**config.mk**
```make
export PLATFORM = sky130hd
export DESIGN_NAME = multicycle_control_unit
export DESIGN_NICKNAME = d
export VERILOG_FILES = /design/src/rtl/multicycle_control_unit.sv
export SDC_FILE = /design/constraint.sdc
export NUM_CORES = 1
export LEC_CHECK = 0
export BUFFER_PORTS_ARGS = -buffer_cell sky130_fd_sc_hd__buf_2
export CORE_AREA = 2 2 50 52
export CTS_CLUSTER_DIAMETER = 100
export DETAILED_ROUTE_END_ITERATION = 12
export DIE_AREA = 0 0 52 54
export PLACE_DENSITY = 0.68
export SLEW_MARGIN = 10
export SYNTH_ARGS = -nofsm -noshare
export SYNTH_HDL_FRONTEND = slang
export SYNTH_SLANG_ARGS = --single-unit
export TNS_END_PERCENT = 100
```
**constraint.sdc**
```tcl
create_clock -name clk -period 2.55 [get_ports clk]
set_clock_uncertainty 0.15 [all_clocks]
set_input_delay 0.3825 -clock clk [delete_from_list [all_inputs] [get_ports clk]]
set_output_delay 0.3825 -clock clk [all_outputs]
set_load 0.005 [all_outputs]
```
**src/rtl/multicycle_control_unit.sv**
```systemverilog
// Multicycle RISC-V style control unit.
// Sequences FETCH/DECODE/execute/writeback states and drives datapath enables
// and mux selects decoded from the current state. A wait counter bounds every
// memory access; an overlong wait or an unknown opcode parks the FSM in ERROR
// with a sticky flag until reset.
// Optional feature: define RV_JAL_EN to add the JAL state (opcode 1101111).
// Without it, 1101111 is treated as an illegal opcode.
//
// Handshake: mem_ready is a single-cycle "access complete" strobe sampled on
// the rising edge while the FSM sits in FETCH, MEMREAD or MEMWRITE. mem_read
// or mem_write is held high for the whole access, and the FSM leaves the
// access state on the edge where mem_ready=1 is sampled.
module multicycle_control_unit #(
  parameter int ALUOP_W     = 2,
  parameter int TIMEOUT_CYC = 15
) (
  input  logic               clk,
  input  logic               reset,
  input  logic [6:0]         opcode,
  input  logic               mem_ready,
  output logic               pc_update,
  output logic               branch,
  output logic               ir_write,
  output logic               mem_read,
  output logic               mem_write,
  output logic               reg_write,
  output logic               adr_src,
  output logic [1:0]         result_src,
  output logic [1:0]         alu_src_a,
  output logic [1:0]         alu_src_b,
  output logic [ALUOP_W-1:0] alu_op,
  output logic               illegal,
  output logic               timeout,
  output logic [3:0]         state
);

  typedef enum logic [3:0] {
    S_FETCH    = 4'd0,
    S_DECODE   = 4'd1,
    S_MEMADR   = 4'd2,
    S_MEMREAD  = 4'd3,
    S_MEMWB    = 4'd4,
    S_MEMWRITE = 4'd5,
    S_EXECUTER = 4'd6,
    S_EXECUTEI = 4'd7,
    S_ALUWB    = 4'd8,
    S_BEQ      = 4'd9,
`ifdef RV_JAL_EN
    S_JAL      = 4'd10,
`endif
    S_ERROR    = 4'd11
  } state_t;

  localparam logic [6:0] OP_LOAD  = 7'b0000011;
  localparam logic [6:0] OP_STORE = 7'b0100011;
  localparam logic [6:0] OP_RTYPE = 7'b0110011;
  localparam logic [6:0] OP_ITYPE = 7'b0010011;
  localparam logic [6:0] OP_BEQ   = 7'b1100011;
  localparam logic [6:0] OP_JAL   = 7'b1101111;

  localparam logic [ALUOP_W-1:0] ALU_ADD = ALUOP_W'(0);
  localparam logic [ALUOP_W-1:0] ALU_SUB = ALUOP_W'(1);
  localparam logic [ALUOP_W-1:0] ALU_FN  = ALUOP_W'(2);

  // Counter only needs to reach TIMEOUT_CYC-1; it saturates when the
  // timeout is disabled so it never wraps back to a stale value.
  localparam int CNT_W = (TIMEOUT_CYC > 1) ? $clog2(TIMEOUT_CYC + 1) : 1;
  localparam bit TO_EN = (TIMEOUT_CYC > 0);
  localparam logic [CNT_W-1:0] CNT_LIMIT = CNT_W'((TIMEOUT_CYC > 0) ? TIMEOUT_CYC - 1 : 0);

  state_t           state_q;
  state_t           state_d;
  logic [CNT_W-1:0] wait_cnt;
  logic             is_wait;
  logic             timeout_hit;
  logic             set_illegal;
  logic             set_timeout;
  logic             illegal_q;
  logic             timeout_q;

  assign state   = state_q;
  assign illegal = illegal_q;
  assign timeout = timeout_q;

  // Memory-waiting states, and the cycle on which the wait limit expires.
  always_comb begin
    is_wait     = (state_q == S_FETCH) || (state_q == S_MEMREAD) ||
                  (state_q == S_MEMWRITE);
    timeout_hit = TO_EN && is_wait && !mem_ready && (wait_cnt == CNT_LIMIT);
  end

  // State register.
  always_ff @(posedge clk or posedge reset) begin
    if (reset) state_q <= S_FETCH;
    else       state_q <= state_d;
  end

  // Wait counter: cleared on any state change, counts cycles without mem_ready.
  always_ff @(posedge clk or posedge reset) begin
    if (reset)                                   wait_cnt <= '0;
    else if (state_d != state_q)                 wait_cnt <= '0;
    else if (is_wait && !mem_ready && wait_cnt != '1) wait_cnt <= wait_cnt + 1'b1;
  end

  // Sticky error flags.
  always_ff @(posedge clk or posedge reset) begin
    if (reset) begin
      illegal_q <= 1'b0;
      timeout_q <= 1'b0;
    end else begin
      illegal_q <= illegal_q | set_illegal;
      timeout_q <= timeout_q | set_timeout;
    end
  end

  // Next-state logic; mem_ready on the limit cycle wins over the timeout.
  always_comb begin
    state_d     = state_q;
    set_illegal = 1'b0;
    set_timeout = 1'b0;
    case (state_q)
      S_FETCH: begin
        if (mem_ready) state_d = S_DECODE;
        else if (timeout_hit) begin
          state_d     = S_ERROR;
          set_timeout = 1'b1;
        end
      end
      S_DECODE: begin
        case (opcode)
          OP_LOAD, OP_STORE: state_d = S_MEMADR;
          OP_RTYPE:          state_d = S_EXECUTER;
          OP_ITYPE:          state_d = S_EXECUTEI;
          OP_BEQ:            state_d = S_BEQ;
`ifdef RV_JAL_EN
          OP_JAL:            state_d = S_JAL;
`endif
          default: begin
            state_d     = S_ERROR;
            set_illegal = 1'b1;
          end
        endcase
      end
      S_MEMADR:   state_d = (opcode == OP_LOAD) ? S_MEMREAD : S_MEMWRITE;
      S_MEMREAD: begin
        if (mem_ready) state_d = S_MEMWB;
        else if (timeout_hit) begin
          state_d     = S_ERROR;
          set_timeout = 1'b1;
        end
      end
      S_MEMWB:    state_d = S_FETCH;
      S_MEMWRITE: begin
        if (mem_ready) state_d = S_FETCH;
        else if (timeout_hit) begin
          state_d     = S_ERROR;
          set_timeout = 1'b1;
        end
      end
      S_EXECUTER: state_d = S_ALUWB;
      S_EXECUTEI: state_d = S_ALUWB;
      S_ALUWB:    state_d = S_FETCH;
      S_BEQ:      state_d = S_FETCH;
`ifdef RV_JAL_EN
      S_JAL:      state_d = S_ALUWB;
`endif
      S_ERROR:    state_d = S_ERROR;
      default:    state_d = S_ERROR;
    endcase
  end

  // Datapath controls decoded from state; FETCH strobes follow mem_ready.
  always_comb begin
    pc_update  = 1'b0;
    branch     = 1'b0;
    ir_write   = 1'b0;
    mem_read   = 1'b0;
    mem_write  = 1'b0;
    reg_write  = 1'b0;
    adr_src    = 1'b0;
    result_src = 2'b00;
    alu_src_a  = 2'b00;
    alu_src_b  = 2'b00;
    alu_op     = ALU_ADD;
    case (state_q)
      S_FETCH: begin
        mem_read   = 1'b1;
        ir_write   = mem_ready;
        pc_update  = mem_ready;
        alu_src_b  = 2'b10;
        result_src = 2'b10;
      end
      S_DECODE: begin
        alu_src_a = 2'b01;
        alu_src_b = 2'b01;
      end
      S_MEMADR: begin
        alu_src_a = 2'b10;
        alu_src_b = 2'b01;
      end
      S_MEMREAD: begin
        mem_read = 1'b1;
        adr_src  = 1'b1;
      end
      S_MEMWB: begin
        result_src = 2'b01;
        reg_write  = 1'b1;
      end
      S_MEMWRITE: begin
        mem_write = 1'b1;
        adr_src   = 1'b1;
      end
      S_EXECUTER: begin
        alu_src_a = 2'b10;
        alu_op    = ALU_FN;
      end
      S_EXECUTEI: begin
        alu_src_a = 2'b10;
        alu_src_b = 2'b01;
        alu_op    = ALU_FN;
      end
      S_ALUWB: reg_write = 1'b1;
      S_BEQ: begin
        alu_src_a = 2'b10;
        alu_op    = ALU_SUB;
        branch    = 1'b1;
      end
`ifdef RV_JAL_EN
      S_JAL: begin
        alu_src_a = 2'b01;
        alu_src_b = 2'b10;
        pc_update = 1'b1;
      end
`endif
      default: ;
    endcase
  end

endmodule

```
Word-level counts from Yosys, hierarchy flattened
Cells that the tools add are included.
{ "word_totals": {"in_bits": 10, "wordCells": 66, "regBits": 10} }
{ "classes": {"n_reduce_logical": 18, "n_bitwise": 2, "n_eq_ne": 17, "addsub": 1, "mux": 24} }
{ "op_table": {"columns": ["operator", "n"], "rows": [
  ["case mux 4 bit (7 select lines)", 1],
  ["2-to-1 mux 4 bit", 6],
  ["equality test 4 x 3 -> 1 bit (second input constant)", 4],
  ["case mux 2 bit (2 select lines)", 4],
  ["case mux 4 bit (4 select lines)", 1],
  ["equality test 7 x 6 -> 1 bit (second input constant)", 2],
  ["equality test 4 bit (second input constant)", 3],
  ["2-to-1 mux 1 bit", 11],
  ["OR reduction 2 bit", 5],
  ["OR reduction 3 bit", 3],
  ["equality test 4 x 2 -> 1 bit (second input constant)", 2],
  ["equality test 7 x 2 -> 1 bit (second input constant)", 1],
  ["equality test 7 x 5 -> 1 bit (second input constant)", 1],
  ["equality test 7 bit (second input constant)", 1],
  ["OR reduction 5 bit", 1],
  ["adder 4 x 1 -> 4 bit (second input constant)", 1],
  ["equality test 4 x 1 -> 1 bit (second input constant)", 1],
  ["zero test 4 bit", 1],
  ["!= test 4 bit", 1],
  ["!= test 4 bit (second input constant)", 1],
  ["OR reduction 4 bit", 1],
  ["logical AND 1 bit", 3],
  ["2-to-1 mux 3 bit", 1],
  ["logical OR 1 bit", 2],
  ["3 further kinds", 4]
]} }

Logic depth before layout (Yosys ltp)
Gate-level depths: netlist (run 1).
{ "depth": {"depth_word": 10, "mapped_depth": 8, "ltp_nobuf": 8} }

Least setup slack after synthesis (run 1)
Ideal clock, no wire load.
{ "synth_path": {"path_kind": "reg2reg", "from": "reg state_q[3], in the netlist state[3]", "to": "reg wait_cnt[0]", "path_stages_with_launch": 9, "setup_ns": 0.135, "arrival_time_ns": 1.995, "n_path_buf": 2, "slack_ns": 0.270, "required_ns": 2.265, "path_cell_list": "dfrtp_1 buf_6 or2_1 clkbuf_2 or4_1 o311a_1 nor2b_1 o211ai_4 nor3_1"} }
{ "synth_between": {"elab_chain_len": 10, "word_cells_on_any_way": 25, "classes_between": "eq/ne: 10; mux: 6; reduce/logical: 9"} }
{ "synth_rtl": {"columns": ["element", "line_no", "rtl"], "rows": [
  ["start: declaration", "71", "state_t state_q;"],
  ["start signal: assignment", "95", "else state_q <= state_d;"],
  ["equality test 4 x 2 -> 1 bit or zero test 4 bit (tied branches)", "87, 121", null],
  ["logical OR 1 bit (2 in series)", "87", "is_wait = (state_q == S_FETCH) || (state_q == S_MEMREAD) ||"],
  ["logical AND 1 bit", "89, 102", null],
  ["logical AND 1 bit", "89", "timeout_hit = TO_EN && is_wait && !mem_ready && (wait_cnt == CNT_LIMIT);"],
  ["2-to-1 mux 4 bit", "124, 147, 155", null],
  ["2-to-1 mux 4 bit (on tied branches)", "154, 123, 146", null],
  ["case mux 4 bit (7 select lines)", "121", "case (state_q)"],
  ["!= test 4 bit", "101", "else if (state_d != state_q) wait_cnt <= '0;"],
  ["2-to-1 mux 4 bit or nonzero test 2 bit (tied branches)", null, null],
  ["end signal: assignment", "102", "else if (is_wait && !mem_ready && wait_cnt != '1) wait_cnt <= wait_cnt + 1'b1;"],
  ["end: declaration", "73", "logic [CNT_W-1:0] wait_cnt;"]
]} }
Several ways; a longest one is shown, not always the timed one.
A chain may end at the register's enable or synchronous reset.

Worst setup path after layout (run 1)
{ "layout_path": {"from": "reg state_q[3], in the netlist state[3]", "to": "reg wait_cnt[2]"} }
The elaborated chain is that of the path after synthesis.

==> impl_results.md, run 1 <==
* Clock Power Share at 36.6%
* Cell Chain, Critical Path: or2_1 -> or4_1 -> o311a_1 -> nor2b_1 -> o211ai_4 -> nor3_1
* Critical Path Max Stage Delay at 0.50 ns
* Worst Path Max Fanout at 11
* Area post-placement at 1090 µm²
* Capturing point of the worst reg2reg path: wait_cnt[2]
* Yosys cell types at 48
* Number of synthesized register bits at 10
* Slew @ Worst Pin at 0.400 ns
* Port-buffer cells at 30
* Grt ovf at 0
* CTS Root Cell: clkbuf_4
* Crit path capture: wait_cnt[2]
* Die extent in x at 52 µm
* Share of total power in sequential cells at 57.1%
* Fmax achieved at 431 MHz
* # diodes at 0
* Maximum clock path buffer count at 2
* Filler cells at 218
* RSZ-0062 raised after global routing: false
* GRT Resource Usage Total at 15.2%
* Fin crit period at 2.32 ns
* TritonCTS Buffers at 3
* RePlAce Congestion at 0.903
* R2R Setup Slk at 0.23 ns
* Synth warnings at 0
* Post-Syn Nets at 112
* Top post-synthesis cells by area: dfrtp_1, nor3_1, nor2_1, nand2_1, nor4b_2
* Setup TNS at 0 ns
* Final Core Density at 48.6%
* Maximum VDD drop at 0.224 mV
* Max-Cap Viols at 0
* Post-Synthesis Cells at 100
* Register area share after synthesis at 28.4%
* Final instance area at 1130 µm²
* Initial antenna violation count at 0
* Nets at 150
* Post-synth EDFFs at 0
* Fin. Hold Viols at 0
* # clock sinks at 10
* Die H at 54 µm
* PwrDens at 246 nW/µm²
* Tcrit/Tclk final at 91.0%
* Setup crit start: state[3]
* Comb power frac at 6.2%
* Synth top area share at 28.4%
* Routed len/inst at 12.5 µm
* Vias in the first global route at 741
* Later-pin clock latency in the skew report at 0.26 ns
* Storage element area at 251 µm²
* Int Power at 0.220 mW
* Slowest cell on the critical path: dfrtp_1
* Rel. slew slack at 73.0%
* Core ar. at 2320 µm²
* Ys flop type: dfrtp_1
* Async set-reset flop share out of synthesis at 100%
* CP Launch Type: register
* First-pass GRT wire length at 3.19 mm
* Vias per inst at 5.32
* Area grow syn2layout at 27.8%
* Synth area leader: dfrtp_1
* Share of cells above drive strength 1 at 39.0%
* Required @ worst endpoint at 2.53 ns
* Cell leakage power at 0.548 nW
* Status: completed
* Critical R2R Launch: state[3]
* Final setup fails at 0
* Drt first-iter violations at 9
* CTS tree: done
* Sw power at 0.0573 mW
* Total number of vias at 883
* Starting density of the core at 38.0%
* Post-DP HPWL at 1.67 mm
* Max H-tree Level at 1
* Largest net degree at the start of global routing at 16
* DRT antenna net count at 0
* Routed Wire Length at 2.07 mm
* R2R depth at 6
* Final Max Tran Viols at 0
* DRT Pass-1 Iters at 4
* Worst hold path class: reg2reg
* Arrival time worst endpoint at 2.30 ns
* Mapped Area at 882 µm²
* Row cnt at 18
* CP Class: reg2reg
* Die area at 2810 µm²
* Switching Share at 20.6%
* Setup crit end kind: register
* Multi-input gate area at 573 µm²
* DR DRC count at 0
* Ports at 31
* Clock-pin slew on the worst setup and hold paths at 0.06 ns
* Most frequent cells after synthesis: dfrtp_1, nor3_1, nor2_1
* Synth Area per Inst at 8.82 µm²
state kept, by name (all words and copies together), names as in the netlist:
| register | flops |
|---|---|
| wait_cnt | 4 |
| state | 4 |
| illegal | 1 |
| timeout | 1 |
how the worst min path moves through the flow:
stage | end | startpoint | cells past startpoint
after floorplan | illegal | reset | 1
after detailed placement | timeout | reset | 2
after global routing | illegal | illegal | 1
after CTS | illegal | illegal | 1
after global placement | timeout | reset | 2
final | illegal | illegal | 1
cell usage in the layout (no fill, tap or decap), drive strengths merged, types with 2 or more instances in the layout:
master / n
nor3: 10
o211ai: 2
dfrtp: 10
clkbuf: 3
buf: 39
nor2: 9
or3b: 2
xnor2: 2
a31oi: 2
nand2: 8
nor4b: 2
a211oi: 2
or2: 3
nand3: 3
o21ai: 6
inv: 4
nand2b: 2
xor2: 2
ha: 2
o31ai: 2
cells by family after synthesis:
logic type               synth area share (%)
multiplexers                             1.28
buffers and inverters                    6.66
AND/OR/NAND/NOR                          32.2
AO/OA/AOI/OAI                            24.7
flip-flops                               28.4
XOR/XNOR                                 3.97
adder cells (fa/ha/maj)                  2.84
per-stage QoR:
| stage | hold slack, ns | instances | setup slack (ns) | power [mW] |
|---|---|---|---|---|
| after floorplan | 0.0727 | 100 | 0.270 | 0.167 |
| after global placement | 0.218 | 162 | 0.217 | 0.177 |
| after detailed placement | 0.225 | 162 | 0.138 | 0.178 |
| after CTS | 0.319 | 166 | 0.119 | 0.283 |
| after global routing | 0.333 | 166 | 0.111 | 0.292 |
| final | 0.311 | 166 | 0.229 | 0.278 |
layout make-up:
| class | instances | share of cell area (%) |
|---|---|---|
| multi-input cells | 79 | 50.8 |
| clock buffers | 3 | 2.00 |
| flip-flops and latches | 10 | 22.3 |
| inverters | 4 | 1.33 |
| well taps | 30 | 3.33 |
| repair buffers | 40 | 20.2 |
worst max-delay path, delay by kind of cell, from the launching register on:
kind | cells | cell delay, ns
and+or+nand+nor | 4 | 0.98
AOI/OAI and AO/OA | 2 | 0.58
DFF | 1 | 0.50
per-layer routing:
layer	vias up	track usage [%]	routed length (µm)
met4	0	6.58	17
met5	-	0	0
met2	35	27.0	1010
met1	397	18.6	917
li1	449	-	-
met3	2	1.67	127
power groups by stage:
stage                     clock network (mW)  registers, mW  logic [mW]
final                                  0.102          0.159      0.0173
after global routing                   0.114          0.158      0.0197
after CTS                              0.107          0.159      0.0174
after detailed placement                   0          0.162      0.0162
after global placement                     0          0.162      0.0156
after floorplan                            0          0.162     0.00518
timing repair:
| item | CTS | global route |
|---|---|---|
| hold buffers | 1 | 0 |
| endpoints found under the hold margin | 10 | 0 |
| gates resized for setup | 0 | 1 |
| endpoints found under the setup margin | 0 | 4 |
| buffers inserted | 0 | 0 |
Note: power is estimated with default switching activity, not from simulation.
==> run 2: changes to the inputs <==
==> constraint.sdc (replaced) <==
create_clock -name clk -period 2.7 [get_ports clk]
set_clock_uncertainty 0.15 [all_clocks]
set_input_delay 0.405 -clock clk [delete_from_list [all_inputs] [get_ports clk]]
set_output_delay 0.405 -clock clk [all_outputs]
set_load 0.005 [all_outputs]
==> impl_results.md, run 2 (same netlist as run 1, synthesis figures left out) <==
* Commonest cells after routing, fill and taps aside: buf_2, nor3_1, dfrtp_1 (was buf_2, nor3_1, nor2_1, dfrtp_1, buf_4)
* Comb power frac at 6.2% (about the same)
* Worst Path Max Fanout at 15 (was 11)
* Ports at 31 (unchanged)
* DRT Pass-1 Iters at 4 (unchanged)
* GRT Resource Usage Total at 15.7% (was 15.2%)
* Total number of vias at 902 (was 883)
* Met2 Wirelength at 1.07 mm (was 1.01 mm)
* Status: completed (unchanged)
* Storage element area at 250 µm² (was 251 µm²)
* Later-pin clock latency in the skew report at 0.26 ns (about the same)
* Top routing layer used: met3 (was met4)
* RePlAce Congestion at 0.793 (was 0.903)
* Slew @ Worst Pin at 0.423 ns (was 0.400 ns)
* CTS tree: done (unchanged)
* M1 WL at 930 µm (was 917 µm)
* Max-Cap Viols at 0 (unchanged)
* Tcrit/Tclk final at 88.6% (was 91.0%)
* Starting density of the core at 38.0% (unchanged)
* Grt ovf at 0 (unchanged)
* Final cell count without fillers at 163 (was 166)
* Maximum clock path buffer count at 2 (unchanged)
* Cell leakage power at 0.532 nW (was 0.548 nW)
* DR DRC count at 0 (unchanged)
* Worst hold path class: reg2reg (unchanged)
* Die extent in x at 52 µm (unchanged)
* Nets at 147 (was 150)
* Setup crit end kind: register (unchanged)
* Rel. slew slack at 71.7% (was 73.0%)
* CP Class: reg2reg (unchanged)
* Placed Cells at 159 (was 162)
* Fin. Hold Viols at 0 (unchanged)
* Area grow syn2layout at 25.1% (was 27.8%)
* Met3 wire len at 127 µm (unchanged)
* Core ar. at 2320 µm² (unchanged)
* Share of total power in sequential cells at 56.1% (was 57.1%)
* Initial antenna violation count at 0 (unchanged)
* Final setup fails at 0 (unchanged)
* Required @ worst endpoint at 2.68 ns (was 2.53 ns)
* Multi-input gate area at 573 µm² (unchanged)
* Post-DP HPWL at 1.69 mm (was 1.67 mm)
* DRT antenna net count at 0 (unchanged)
* Switching Share at 21.9% (was 20.6%)
* Vias per inst at 5.53 (was 5.32)
* Die H at 54 µm (unchanged)
* Die area at 2810 µm² (unchanged)
* Clock-pin slew on the worst setup and hold paths at 0.07 ns (was 0.06 ns)
* First-pass GRT wire length at 3.26 mm (was 3.19 mm)
* PostCTS Resize Cnt at 0 (unchanged)
* Filler cells at 238 (was 218)
* Maximum VDD drop at 0.200 mV (was 0.224 mV)
* # diodes at 0 (unchanged)
* Arrival time worst endpoint at 2.37 ns (was 2.30 ns)
* CP Launch Type: register (unchanged)
* Most common cell after layout, fill and taps aside: buf_2 (unchanged)
* Largest net degree at the start of global routing at 16 (unchanged)
* RSZ-0062 raised after global routing: false (unchanged)
* Max H-tree Level at 1 (unchanged)
* Vias in the first global route at 754 (was 741)
* R2R Setup Slk at 0.31 ns (was 0.23 ns)
* Routed Wire Length at 2.13 mm (was 2.07 mm)
* Routed len/inst at 13.1 µm (was 12.5 µm)
* PwrDens at 242 nW/µm² (was 246 nW/µm²)
* Fmax achieved at 418 MHz (was 431 MHz)
* # clock sinks at 10 (unchanged)
* Total power at 0.267 mW (was 0.278 mW)
* Int Power at 0.208 mW (was 0.220 mW)
* Setup TNS at 0 ns (unchanged)
* CTS Root Cell: clkbuf_4 (unchanged)
* Row cnt at 18 (unchanged)
* Drt first-iter violations at 23 (was 9)
* Port-buffer cells at 30 (unchanged)
* TritonCTS Buffers at 3 (unchanged)
* Sw power at 0.0585 mW (was 0.0573 mW)
* Fin crit period at 2.39 ns (was 2.32 ns)
* Clock Power Share at 37.7% (was 36.6%)
* Share of cells above drive strength 1 at 36.8% (was 39.0%)
* Final Max Tran Viols at 0 (unchanged)
==> run 2: changes by cell type in the layout (fill, tap and decap cells not counted), sizes merged <==
cell and change:
buf -3
==> run 2: area by class of cell <==
| class | instances | share of cell area [%] |
|---|---|---|
| Multi-Input combinational cell | 79 | 51.9 |
| Inverter | 4 | 1.36 |
| Clock buffer | 3 | 2.04 |
| Timing Repair Buffer | 37 | 18.6 |
| Sequential cell | 10 | 22.7 |
| Tap cell | 30 | 3.40 |
==> run 2: through the flow <==
step | setup WS [ns] | hold slack (ns) | util (%) | instance area [µm²]
2_1_floorplan | 0.420 | 0.0952 | - | 882
3_3_place_gp | 0.377 | 0.248 | 46.2 | 1070
3_5_place_dp | 0.334 | 0.264 | 46.2 | 1070
4_1_cts | 0.311 | 0.318 | 47.6 | 1100
5_1_grt | 0.172 | 0.337 | 47.6 | 1100
6_report | 0.307 | 0.315 | 47.6 | 1100
==> run 2: worst max-delay path: stages (launching register included) <==
cell	delay, ns
dfrtp_1	0.46
buf_4	0.22
nand2b_1	0.19
buf_4	0.18
o31ai_1	0.24
a2bb2oi_1	0.13
and4bb_2	0.23
nor2_1	0.35
nor3_1	0.10
==> run 2: power groups by stage <==
| stage | clock network, mW | logic [mW] | registers [mW] |
|---|---|---|---|
| finish | 0.101 | 0.0165 | 0.150 |
| global placement | 0 | 0.0147 | 0.153 |
| floorplan | 0 | 0.00489 | 0.153 |
| global route | 0.114 | 0.0179 | 0.150 |
| detailed placement | 0 | 0.0154 | 0.153 |
| CTS | 0.108 | 0.0164 | 0.150 |
==> run 2: worst paths after layout <==
| kind | startpoint | end | depth (start not counted) |
|---|---|---|---|
| max in group asynchronous | reset | state[0] | 3 |
| min reg2reg | illegal | illegal | 1 |
| min in group asynchronous | reset | timeout | 3 |
| max reg2reg | state[1] | wait_cnt[0] | 8 |
| min | illegal | illegal | 1 |
| max | state[1] | wait_cnt[0] | 8 |
==> run 2: metal layers <==
layer / up-vias / global-route usage [%]
met3: 0 / 1.94
met2: 28 / 27.8
li1: 434 / -
met5: - / 0
met4: 0 / 6.58
met1: 440 / 19.1
==> run 2: what timing repair did <==
| action | 4_1_cts | 5_1_grt |
|---|---|---|
| hold endpoints to repair | 10 | 0 |
| hold buffers | 1 | 0 |
| setup buffers | 0 | 0 |
